File: config.mk
export PLATFORM = sky130hd
export DESIGN_NAME = uart_fifo_tx
export DESIGN_NICKNAME = d
export VERILOG_FILES = /design/src/rtl/uart_fifo_tx.sv
export SDC_FILE = /design/constraint.sdc
export NUM_CORES = 1
export LEC_CHECK = 0
export ABC_AREA = 0
export CORE_ASPECT_RATIO = 1.2
export CORE_MARGIN = 5
export CORE_UTILIZATION = 45
export CTS_BUF_LIST = sky130_fd_sc_hd__clkbuf_2
export DETAILED_ROUTE_END_ITERATION = 16
export HOLD_SLACK_MARGIN = 0.02
export PLACE_DENSITY_LB_ADDON = 0.25
export SYNTH_ARGS = -nofsm -noshare
export SYNTH_HDL_FRONTEND = slang
export SYNTH_SLANG_ARGS = --single-unit
File: constraint.sdc
create_clock -name i_clk -period 2.75 [get_ports i_clk]
set_input_delay 0.55 -clock i_clk [delete_from_list [all_inputs] [get_ports i_clk]]
set_output_delay 0.55 -clock i_clk [all_outputs]
set_load 0.02 [all_outputs]
File: src/rtl/uart_fifo_tx.sv
// uart_fifo_tx: pops bytes from a FIFO read port and serialises them as 8N1/8N2 UART frames
// Ports:
//   i_clk, i_rst_n            clock, asynchronous active-low reset
//   i_tx_en                   transmit enable, looked at only while idle
//   i_fifo_empty              FIFO empty flag
//   o_fifo_rd_en              one-cycle FIFO pop strobe per frame
//   i_fifo_rd_data/_valid     FIFO read data, valid one cycle after the pop
//   o_tx                      serial line, idle high
//   o_busy                    high while a frame is in progress
//   o_done                    one-cycle pulse in the first idle cycle after a frame
module uart_fifo_tx #(
    parameter int DATA_BITS    = 8,
    parameter int CLKS_PER_BIT = 16,
    parameter int STOP_BITS    = 1
) (
    input  logic                 i_clk,
    input  logic                 i_rst_n,
    input  logic                 i_tx_en,
    input  logic                 i_fifo_empty,
    output logic                 o_fifo_rd_en,
    input  logic [DATA_BITS-1:0] i_fifo_rd_data,
    input  logic                 i_fifo_rd_valid,
    output logic                 o_tx,
    output logic                 o_busy,
    output logic                 o_done
);
    localparam int TW = $clog2(CLKS_PER_BIT);
    localparam int BW = $clog2(DATA_BITS + 1);
    localparam logic [TW-1:0] T_LAST = TW'(CLKS_PER_BIT - 1);
    localparam logic [BW-1:0] D_LAST = BW'(DATA_BITS - 1);
    localparam logic [BW-1:0] S_LAST = BW'(STOP_BITS - 1);
    typedef enum logic [2:0] {IDLE, FETCH, WAIT, START, DATA, STOP} state_t;
    state_t               r_state;
    logic [TW-1:0]        r_tmr;
    logic [BW-1:0]        r_idx;
    logic [DATA_BITS-1:0] r_shift;
    logic                 r_rd_en, r_tx, r_busy, r_done;
    logic                 w_tick;
    logic [DATA_BITS-1:0] w_next;
    assign w_tick = r_tmr == T_LAST;
    assign w_next = r_shift >> 1;
    assign o_fifo_rd_en = r_rd_en;
    assign o_tx = r_tx;
    assign o_busy = r_busy;
    assign o_done = r_done;
    // Outputs are assigned on the transition into the state they belong to,
    // so they stay registered and line up with the state register.
    always_ff @(posedge i_clk or negedge i_rst_n) begin
        if (!i_rst_n) begin
            r_state <= IDLE;
            r_tmr   <= '0;
            r_idx   <= '0;
            r_shift <= '0;
            r_rd_en <= 1'b0;
            r_tx    <= 1'b1;
            r_busy  <= 1'b0;
            r_done  <= 1'b0;
        end else begin
            r_rd_en <= 1'b0;
            r_done  <= 1'b0;
            if (r_state == START || r_state == DATA || r_state == STOP)
                r_tmr <= w_tick ? '0 : r_tmr + 1'b1;
            case (r_state)
                IDLE: if (i_tx_en && !i_fifo_empty) begin
                    r_state <= FETCH;
                    r_rd_en <= 1'b1;
                    r_busy  <= 1'b1;
                end
                FETCH: r_state <= WAIT;
                WAIT: if (i_fifo_rd_valid) begin
                    r_shift <= i_fifo_rd_data;
                    r_tmr   <= '0;
                    r_tx    <= 1'b0;
                    r_state <= START;
                end
                START: if (w_tick) begin
                    r_state <= DATA;
                    r_idx   <= '0;
                    r_tx    <= r_shift[0];
                end
                DATA: if (w_tick) begin
                    if (r_idx == D_LAST) begin
                        r_state <= STOP;
                        r_idx   <= '0;
                        r_tx    <= 1'b1;
                    end else begin
                        r_shift <= w_next;
                        r_tx    <= w_next[0];
                        r_idx   <= r_idx + 1'b1;
                    end
                end
                // r_idx is reused to count stop bits
                STOP: if (w_tick) begin
                    if (r_idx == S_LAST) begin
                        r_state <= IDLE;
                        r_busy  <= 1'b0;
                        r_done  <= 1'b1;
                    end else begin
                        r_idx <= r_idx + 1'b1;
                    end
                end
                default: r_state <= IDLE;
            endcase
        end
    end
endmodule
==> impl_metrics.yaml <==
clock_network:
  cts_resized: 0
  cts_max_path_buffers: 2
  htreeDepth: 1
  cts-buffers-inserted: 3
  hold_buffers: 0
  numClockSinks: 23
  clockRootBuffer: "clkbuf_2"
  post-cts-setup-buffer-count: 0
  clk_pin_slew_worst_paths_ps: 220
  insertion_delay_ps: 340
  cts_tree: "done"
worst_setup_path:
  cpMaxStageDelayCell: "clkdlybuf4s50_1"
  path_cells: "clkdlybuf4s50_1"
  cp-endpoint: "o_tx"
  critPathKind: "flip-flop to primary output"
  worstPathRequired_ps: 2200
  startpoint: "o_tx"
  arrival_ps: 1520
  max_stage_delay_ps: 600
  worstSetupStartpointType: "flip-flop"
  crit_buf_inv: 1
  ff2ff_setup_slack_ps: 720
  r2r_cells: 4
  worst-path-stages: 1
  r2r-start: "r_state[2]"
  reg2reg_to: "r_shift[2]"
  end_kind: "primary output"
  crit_family: "buffers and inverters"
  crit_fanout: 2
timing:
  setup_slack_ps: 676
  finClkSkew_ps: 9.60
  setup_violations: 0
  relSlewSlack: 0.546
  slew_violations: 0
  worst_pin_slew_ps: 682
  rsz0062_at_grt: "false"
  min_period_ps: 2070
  fin_crit_sh: 0.754
  hold_ws_ps: 519
  setup-tns-final_ps: 0
  finalHoldViolCount: 0
  fmax_mhz: 482
min_path:
  hold_class: "input pin to asynchronous set/reset pin"
yosys:
  synthSimpleGateAreaFrac: 0.178
  syn_inst: 128
  synth_area_per_cell_um2: 10.9
  yosysSeqAreaShare: 0.415
  synth_adder_area_share: 0.0270
  synth-xor-area-share: 0.00630
  synth_compound_area_frac: 0.166
  yosysWarningCount: 0
  synth_seq_cells: 23
  synth_nets: 144
  synthMuxAreaShare: 0.169
  synth_top_family_by_area: "simple AND/OR/NAND/NOR gates"
  synth_cell_types: 45
  netlist_area_mm2: 0.00139
power:
  total_power_mw: 1.33
  netSwitchingFraction: 0.388
  leakagePower_nw: 0.669
  comb_power_share: 0.419
  pwr-share-seq: 0.473
  ir_drop_v: 0.000469
  p_clk_frac: 0.108
  power_switching_uw: 516
  p_int_uw: 813
  power_density_mw_per_mm2: 831
die:
  pin_count: 17
  start_util: 0.459
  coreArea_mm2: 0.00303
  dieArea_mm2: 0.00431
  rows: 22
  die_x_um: 60.7
  die_y_um: 70.9
final_layout:
  final_util: 0.528
  fin_cells: 180
  antenna_cells: 0
  drive_above_1_share: 0.201
  design_area_mm2: 0.00160
  synthToLayoutAreaGrowth_pct: 15.0
  fin_nets: 161
placed_design:
  io_buffer_count: 16
  hpwl_um: 1950
  place_inst: 176
  gp_congestion: 0.766
  postPlaceCellArea_mm2: 0.00158
  pre_cts_slack_ps: 537
route:
  drtIter0Drc: 21
  wl_um: 2700
  wl_per_cell_um: 15.0
  vias: 1032
  viasPerCell: 5.73
  first_pass_iters: 6
  drc: 0
  drtAntennaViolNets: 0
global_route:
  grt_pass1_vias: 1054
  grt_util_all_layers: 0.142
  grt_pass1_wl_um: 4790
  grt.overflow.total: 0
  antenna_found_initial: 0
  grt_max_degree: 24
job:
  max-cap-violations: 0
status:
  outcome: "finished clean"
[layout make-up]
type	instances	area, um2
repair buffers	18	175
clock buffers	4	20.0
multi-input cells	93	759
fillers	302	1430
flip-flops and latches	23	577
inverters	6	22.5
well taps	36	45.0
[cell families after synthesis]
logic type	after synthesis
simple gates	36
compound gates	32
flops	23
mux	21
buf+inv	12
fa+ha+maj	3
xor+xnor	1
[worst register-to-register path, delay by kind of cell, from the launching register on]
kind / cells / cell delay, ps
buffers and inverters: 1 / 250
flip-flops: 1 / 710
multiplexers: 2 / 610
AND/OR/NAND/NOR: 1 / 390
[sequential cells by signal, summed over array words and instances (netlist names)]
signal and count:
o_tx 1, r_shift 8, r_idx 4, r_tmr 4
r_state 3, o_done 1, o_busy 1, o_fifo_rd_en 1
[synthesized netlist by cell type (all sizes together)]
library cell,count,area (um2)
dfrtp,22,551
mux2,17,195
a21oi,9,56.3
nand2,8,30.0
o21ai,8,40.0
inv,6,22.5
buf,5,27.5
nand2b,5,31.3
mux2i,4,40.0
nor2,4,15.0
ha,3,37.5
nand3,3,27.5
a221oi,2,17.5
a22o,2,17.5
nand3b,2,15.0
nor2b,2,12.5
nor3,2,10.0
nor3b,2,26.3
o2bb2ai,2,17.5
a2111oi,1,8.76
a211o,1,8.76
a22oi,1,7.51
a2bb2oi,1,8.76
a32o,1,10.0
and2,1,6.26
and3,1,6.26
and3b,1,8.76
and4bb,1,12.5
clkbuf,1,3.75
dfstp,1,26.3
nor4,1,6.26
nor4b,1,23.8
nor4bb,1,10.0
o2111ai,1,15.0
o211ai,1,7.51
o21a,1,7.51
o21bai,1,7.51
or3,1,6.26
xor2,1,8.76
[power by group through the flow]
stage               sequential (mW)  clock (mW)  combinational (mW)
global placement              0.629           0               0.539
global route                  0.654       0.159               0.622
finish                        0.629       0.143               0.557
CTS                           0.627       0.154               0.564
detailed placement            0.633           0               0.561
floorplan                     0.532           0               0.537
[worst min-delay path by stage]
stage | end | cells after the start | from
5_1_grt | o_fifo_rd_en | 2 | i_rst_n
6_report | r_tmr[0] | 2 | i_rst_n
2_1_floorplan | o_busy | 0 | i_rst_n
4_1_cts | r_shift[4] | 2 | i_rst_n
3_5_place_dp | r_shift[3] | 1 | r_shift[3]
3_3_place_gp | r_shift[2] | 1 | r_shift[2]
[metal layers]
metal / global-route usage / vias to the layer above / part of all wire
li1: - / 500 / -
met1: 0.187 / 505 / 0.45
met2: 0.226 / 23 / 0.49
met3: 0.0219 / 4 / 0.050
met4: 0.0627 / 0 / 0.014
met5: 0 / - / 0
[cell usage in the layout (no fill, tap or decap), types with 2 or more instances in the layout]
cell type and instances:
nor2b_1 2, nor2_1 4, clkdlybuf4s50_1 16, buf_4 2, clkbuf_2 4, mux2i_1 4
ha_1 3, inv_1 6, nand3b_1 2, o2bb2ai_1 2, a22o_1 2, nand3_1 2
nand2_1 8, nor3_1 2, a21oi_1 8, a221oi_1 2, o21ai_0 7, mux2_2 16
dfrtp_1 22, nand2b_1 5
No activity file was read; power rests on OpenSTA's default activity.
